[src/rtl/fsm_pos_edge.sv]
// ============================================================================
// Module   : fsm_pos_edge
// Brief    : Rising-edge detector pair on one input: a Mealy flag that fires
//            within the same cycle and a Moore flag that is a registered pulse.
// Revision : 1.0  initial release
// ============================================================================
`default_nettype none

module fsm_pos_edge_mealy (
    input  logic i_clk,
    input  logic i_rst,
    input  logic i_din,
    output logic o_dout
);
    localparam logic [0:0] c_ST_ZERO = 1'b0;
    localparam logic [0:0] c_ST_ONE  = 1'b1;

    logic [0:0] r_state;
    logic [0:0] w_next;

    always_ff @(posedge i_clk) begin
        if (!i_rst) begin
            r_state <= c_ST_ZERO;
        end else begin
            r_state <= w_next;
        end
    end

    always_comb begin
        w_next = c_ST_ZERO;
        case (r_state)
            c_ST_ZERO: w_next = i_din ? c_ST_ONE : c_ST_ZERO;
            c_ST_ONE:  w_next = i_din ? c_ST_ONE : c_ST_ZERO;
            default:   w_next = c_ST_ZERO;
        endcase
    end

    // Gated by reset so the flag is defined low even before the state settles.
    always_comb begin
        o_dout = i_rst & (r_state == c_ST_ZERO) & i_din;
    end

endmodule

module fsm_pos_edge_moore (
    input  logic i_clk,
    input  logic i_rst,
    input  logic i_din,
    output logic o_dout
);
    localparam logic [1:0] c_ST_ZERO = 2'b00;
    localparam logic [1:0] c_ST_EDGE = 2'b01;
    localparam logic [1:0] c_ST_ONE  = 2'b10;

    logic [1:0] r_state;
    logic [1:0] w_next;

    always_ff @(posedge i_clk) begin
        if (!i_rst) begin
            r_state <= c_ST_ZERO;
        end else begin
            r_state <= w_next;
        end
    end

    // The spare encoding 2'b11 falls through to ZERO.
    always_comb begin
        w_next = c_ST_ZERO;
        case (r_state)
            c_ST_ZERO: w_next = i_din ? c_ST_EDGE : c_ST_ZERO;
            c_ST_EDGE: w_next = i_din ? c_ST_ONE  : c_ST_ZERO;
            c_ST_ONE:  w_next = i_din ? c_ST_ONE  : c_ST_ZERO;
            default:   w_next = c_ST_ZERO;
        endcase
    end

    always_comb begin
        o_dout = (r_state == c_ST_EDGE);
    end

endmodule

module fsm_pos_edge (
    input  logic clk,
    input  logic rst,
    input  logic din,
    output logic dout_mealy,
    output logic dout_moore
);
    fsm_pos_edge_mealy u_mealy (
        .i_clk  (clk),
        .i_rst  (rst),
        .i_din  (din),
        .o_dout (dout_mealy)
    );

    fsm_pos_edge_moore u_moore (
        .i_clk  (clk),
        .i_rst  (rst),
        .i_din  (din),
        .o_dout (dout_moore)
    );

endmodule

`default_nettype wire

[config.mk]
export PLATFORM = sky130hd
export DESIGN_NAME = fsm_pos_edge
export DESIGN_NICKNAME = d
export VERILOG_FILES = /design/src/rtl/fsm_pos_edge.sv
export SDC_FILE = /design/constraint.sdc
export NUM_CORES = 1
export LEC_CHECK = 0
export ABC_AREA = 0
export CORE_AREA = 2 2 39 41
export DETAILED_ROUTE_END_ITERATION = 6
export DIE_AREA = 0 0 41 43
export GPL_ROUTABILITY_DRIVEN = 0
export PLACE_DENSITY = 0.32
export SLEW_MARGIN = 10
export SYNTH_ARGS = -nofsm -noshare
export SYNTH_HDL_FRONTEND = slang
export SYNTH_SLANG_ARGS = --single-unit
[constraint.sdc]
create_clock -name clk -period 2.1 [get_ports clk]
set_clock_uncertainty 0.2 [all_clocks]
set_input_delay 0.42 -clock clk [delete_from_list [all_inputs] [get_ports clk]]
set_output_delay 0.42 -clock clk [all_outputs]
set_load 0.02 [all_outputs]
==> results.tsv <==
stage	metric	value	unit
status	status	finished, final reports clean	
synth	yosys_warnings	0	
sta	setup_ws	0.0913	ns
sta	finalHoldViolCount	0	
synth	synth.mux.area_fraction	0	%
synth	synthTopCellsByArea	dfxtp_1, ha_1, and3b_2, and4b_1, and2_2	
drt	first_pass_iters	1	
clock_tree	cts_buffer_depth	2	
setup_path	worstSetupPathType	input port to primary output	
global_routing	grt_overflow_total	0	
sta	tightest_slew	0.208	ns
sta	finalMaxSlewViolations	0	
clock_tree	cts_setup_buffers	0	
cells_and_area	layout-drive-gt1-share	36.4	%
power_and_ir_drop	vdd_drop_max	0.000295	V
sta	post-route-min-period	2.01	ns
setup_path	crit_fanout	2	
sta	fmax	498	MHz
sta	finalSetupViolations	0	
clock_tree	cts_resized	1	
synth	ys_ff_latch	3	
clock_tree	root_buffer	clkbuf_4	
synth	synth_top_cell_by_area	dfxtp_1	
synth	synth_xor_xnor_area_share	0	%
synth	synthesis.area	140	sq um
synth	synth_cell_type_count	7	
floorplan	initial_core_util	10.1	%
power_and_ir_drop	power_frac_clock	55.1	%
floorplan	core_area	1380	sq um
sta	rsz0062_at_grt	no	
drt	drt_iter0_drc	0	
setup_path	cp-start-kind	input port	
sta	fin_crit_sh	95.7	%
min_path	hold_class	flip-flop to flip-flop	
power_and_ir_drop	seqPwrFrac	33.6	%
drt	vias	111	
run	drv_cap	0	
power_and_ir_drop	combPwrFrac	11.3	%
floorplan	die_y	43	microns
synth	synth_top_family_by_area	adder cells	
clock_tree	clock_sinks	3	
drt	drc	0	
power_and_ir_drop	p_sw	0.0000401	W
setup_path	cp-end-kind	primary output	
global_routing	grt_max_degree	4	
synth	yosysSeqAreaShare	42.9	%
synth	syn_area_per_cell	11.7	sq um
cells_and_area	nets	29	
power_and_ir_drop	power.density	767	nW/um^2
drt	avgRoutedWirePerCell	6.97	microns
clock_tree	htree_levels	1	
floorplan	boundaryPins	5	
cells_and_area	antenna_cells	0	
floorplan	fp.dieArea	1760	sq um
cells_and_area	fill_cells	153	
cells_and_area	utilization	17.4	%
clock_tree	path_clk_slew	0.03	ns
drt	ant_nets	0	
place	dp_slack	-0.180	ns
synth	synth-compound-area-share	0	%
power_and_ir_drop	p_leak	0.114	nW
global_routing	track_usage	5.21	%
clock_tree	cts_tree	built	
drt	drt_wl_total	265	microns
setup_path	crit_required	1.48	ns
global_routing	grt_antenna_before_repair	0	
power_and_ir_drop	intPower	0.000144	W
synth	synth_nets	18	
cells_and_area	area_growth	71.4	%
clock_tree	clkLatencyLatePin	0.23	ns
floorplan	die_w	41	microns
synth	yosysTopAreaCellShare	42.9	%
synth	yosys.area_share.simple	25.0	%
global_routing	grt_pass1_vias	121	
floorplan	fp-row-count	14	
sta	relSlewSlack	86.1	%
place	numPortBuffers	4	
power_and_ir_drop	sw_frac_of_total	21.8	%
drt	routed_via_density	2.92	
clock_tree	cts_hold_buf	0	
setup_path	cp.arrival	1.39	ns
synth	syn_inst	12	
global_routing	grt_pass1_wl	503	microns
synth	synth_adder_area_share	26.8	%
clock_tree	cts_inserted_buffers	3	
==> cell usage after synthesis <==
cell type / n
and2_2: 1
and3_2: 1
and4b_1: 1
inv_1: 2
and3b_2: 1
dfxtp_1: 3
ha_1: 3
==> cell families (layout without fill, tap and decap cells) <==
| logic type | count (synthesis) | count (layout) |
|---|---|---|
| simple gates | 4 | 4 |
| fa+ha+maj | 3 | 3 |
| buf+inv | 2 | 12 |
| flops | 3 | 3 |
==> worst max-delay path, stage by stage <==
cell and delay (ns):
clkdlybuf4s50_1 0.47, and3b_2 0.17, dlygate4sd2_1 0.32
==> sequential cells by signal, indices dropped and copies added, names as in the netlist <==
name,cells
u_mealy.r_state,1
u_moore.r_state,2
==> power groups by stage <==
stage	registers, W	clock network, W	logic [W]
floorplan	0.0000624	0	0.00000940
global placement	0.0000627	0	0.0000218
detailed placement	0.0000629	0	0.0000214
CTS	0.0000620	0.000109	0.0000210
global route	0.0000624	0.000112	0.0000241
finish	0.0000620	0.000102	0.0000208
==> per-layer routing <==
metal	track usage (%)	vias up	part of all wire [%]
met5	0	-	0
met4	10.0	0	8.7
li1	-	58	-
met1	5.75	42	51
met2	4.06	7	31
met3	3.14	4	9.4
==> path summary, 6_finish.rpt <==
kind,from,slack [ns],end,cells past startpoint
worst max register to register,u_moore.r_state[0]$_SDFF_PN0_,0.94,u_moore.r_state[1]$_SDFF_PN0_,3
worst max-delay path,din,0.09,dout_mealy,3
worst min register to register,u_moore.r_state[1]$_SDFF_PN0_,0.47,u_moore.r_state[1]$_SDFF_PN0_,3
worst min-delay path,u_moore.r_state[1]$_SDFF_PN0_,0.47,u_moore.r_state[1]$_SDFF_PN0_,3
==> stage by stage <==
stage               hold slack, ns  TNS, ns  power [W]  instances  area, sq um
global placement             0.461   -0.188  0.0000845         34          215
finish                       0.472        0   0.000184         38          240
CTS                          0.480        0   0.000192         38          240
global route                 0.530        0   0.000199         38          240
detailed placement           0.464   -0.180  0.0000843         34          215
floorplan                    0.356        0  0.0000718         12          140
==> area by class of cell <==
type / count / area [sq um] / share of cell area (%)
clock buffers: 4 / 26.3 / 10.9
flip-flops and latches: 3 / 60.1 / 25.0
repair buffers: 6 / 53.8 / 22.4
inverters: 2 / 7.51 / 3.13
well taps: 16 / 20.0 / 8.33
multi-input cells: 7 / 72.6 / 30.2
==> layout by cell type, fill, tap and decap left out, types with 2 or more instances in the layout <==
| cell | count |
|---|---|
| clkdlybuf4s50_1 | 3 |
| clkbuf_4 | 3 |
| ha_1 | 3 |
| buf_4 | 2 |
| dfxtp_1 | 3 |
| inv_1 | 2 |
Power figures use the tool's default switching activity.
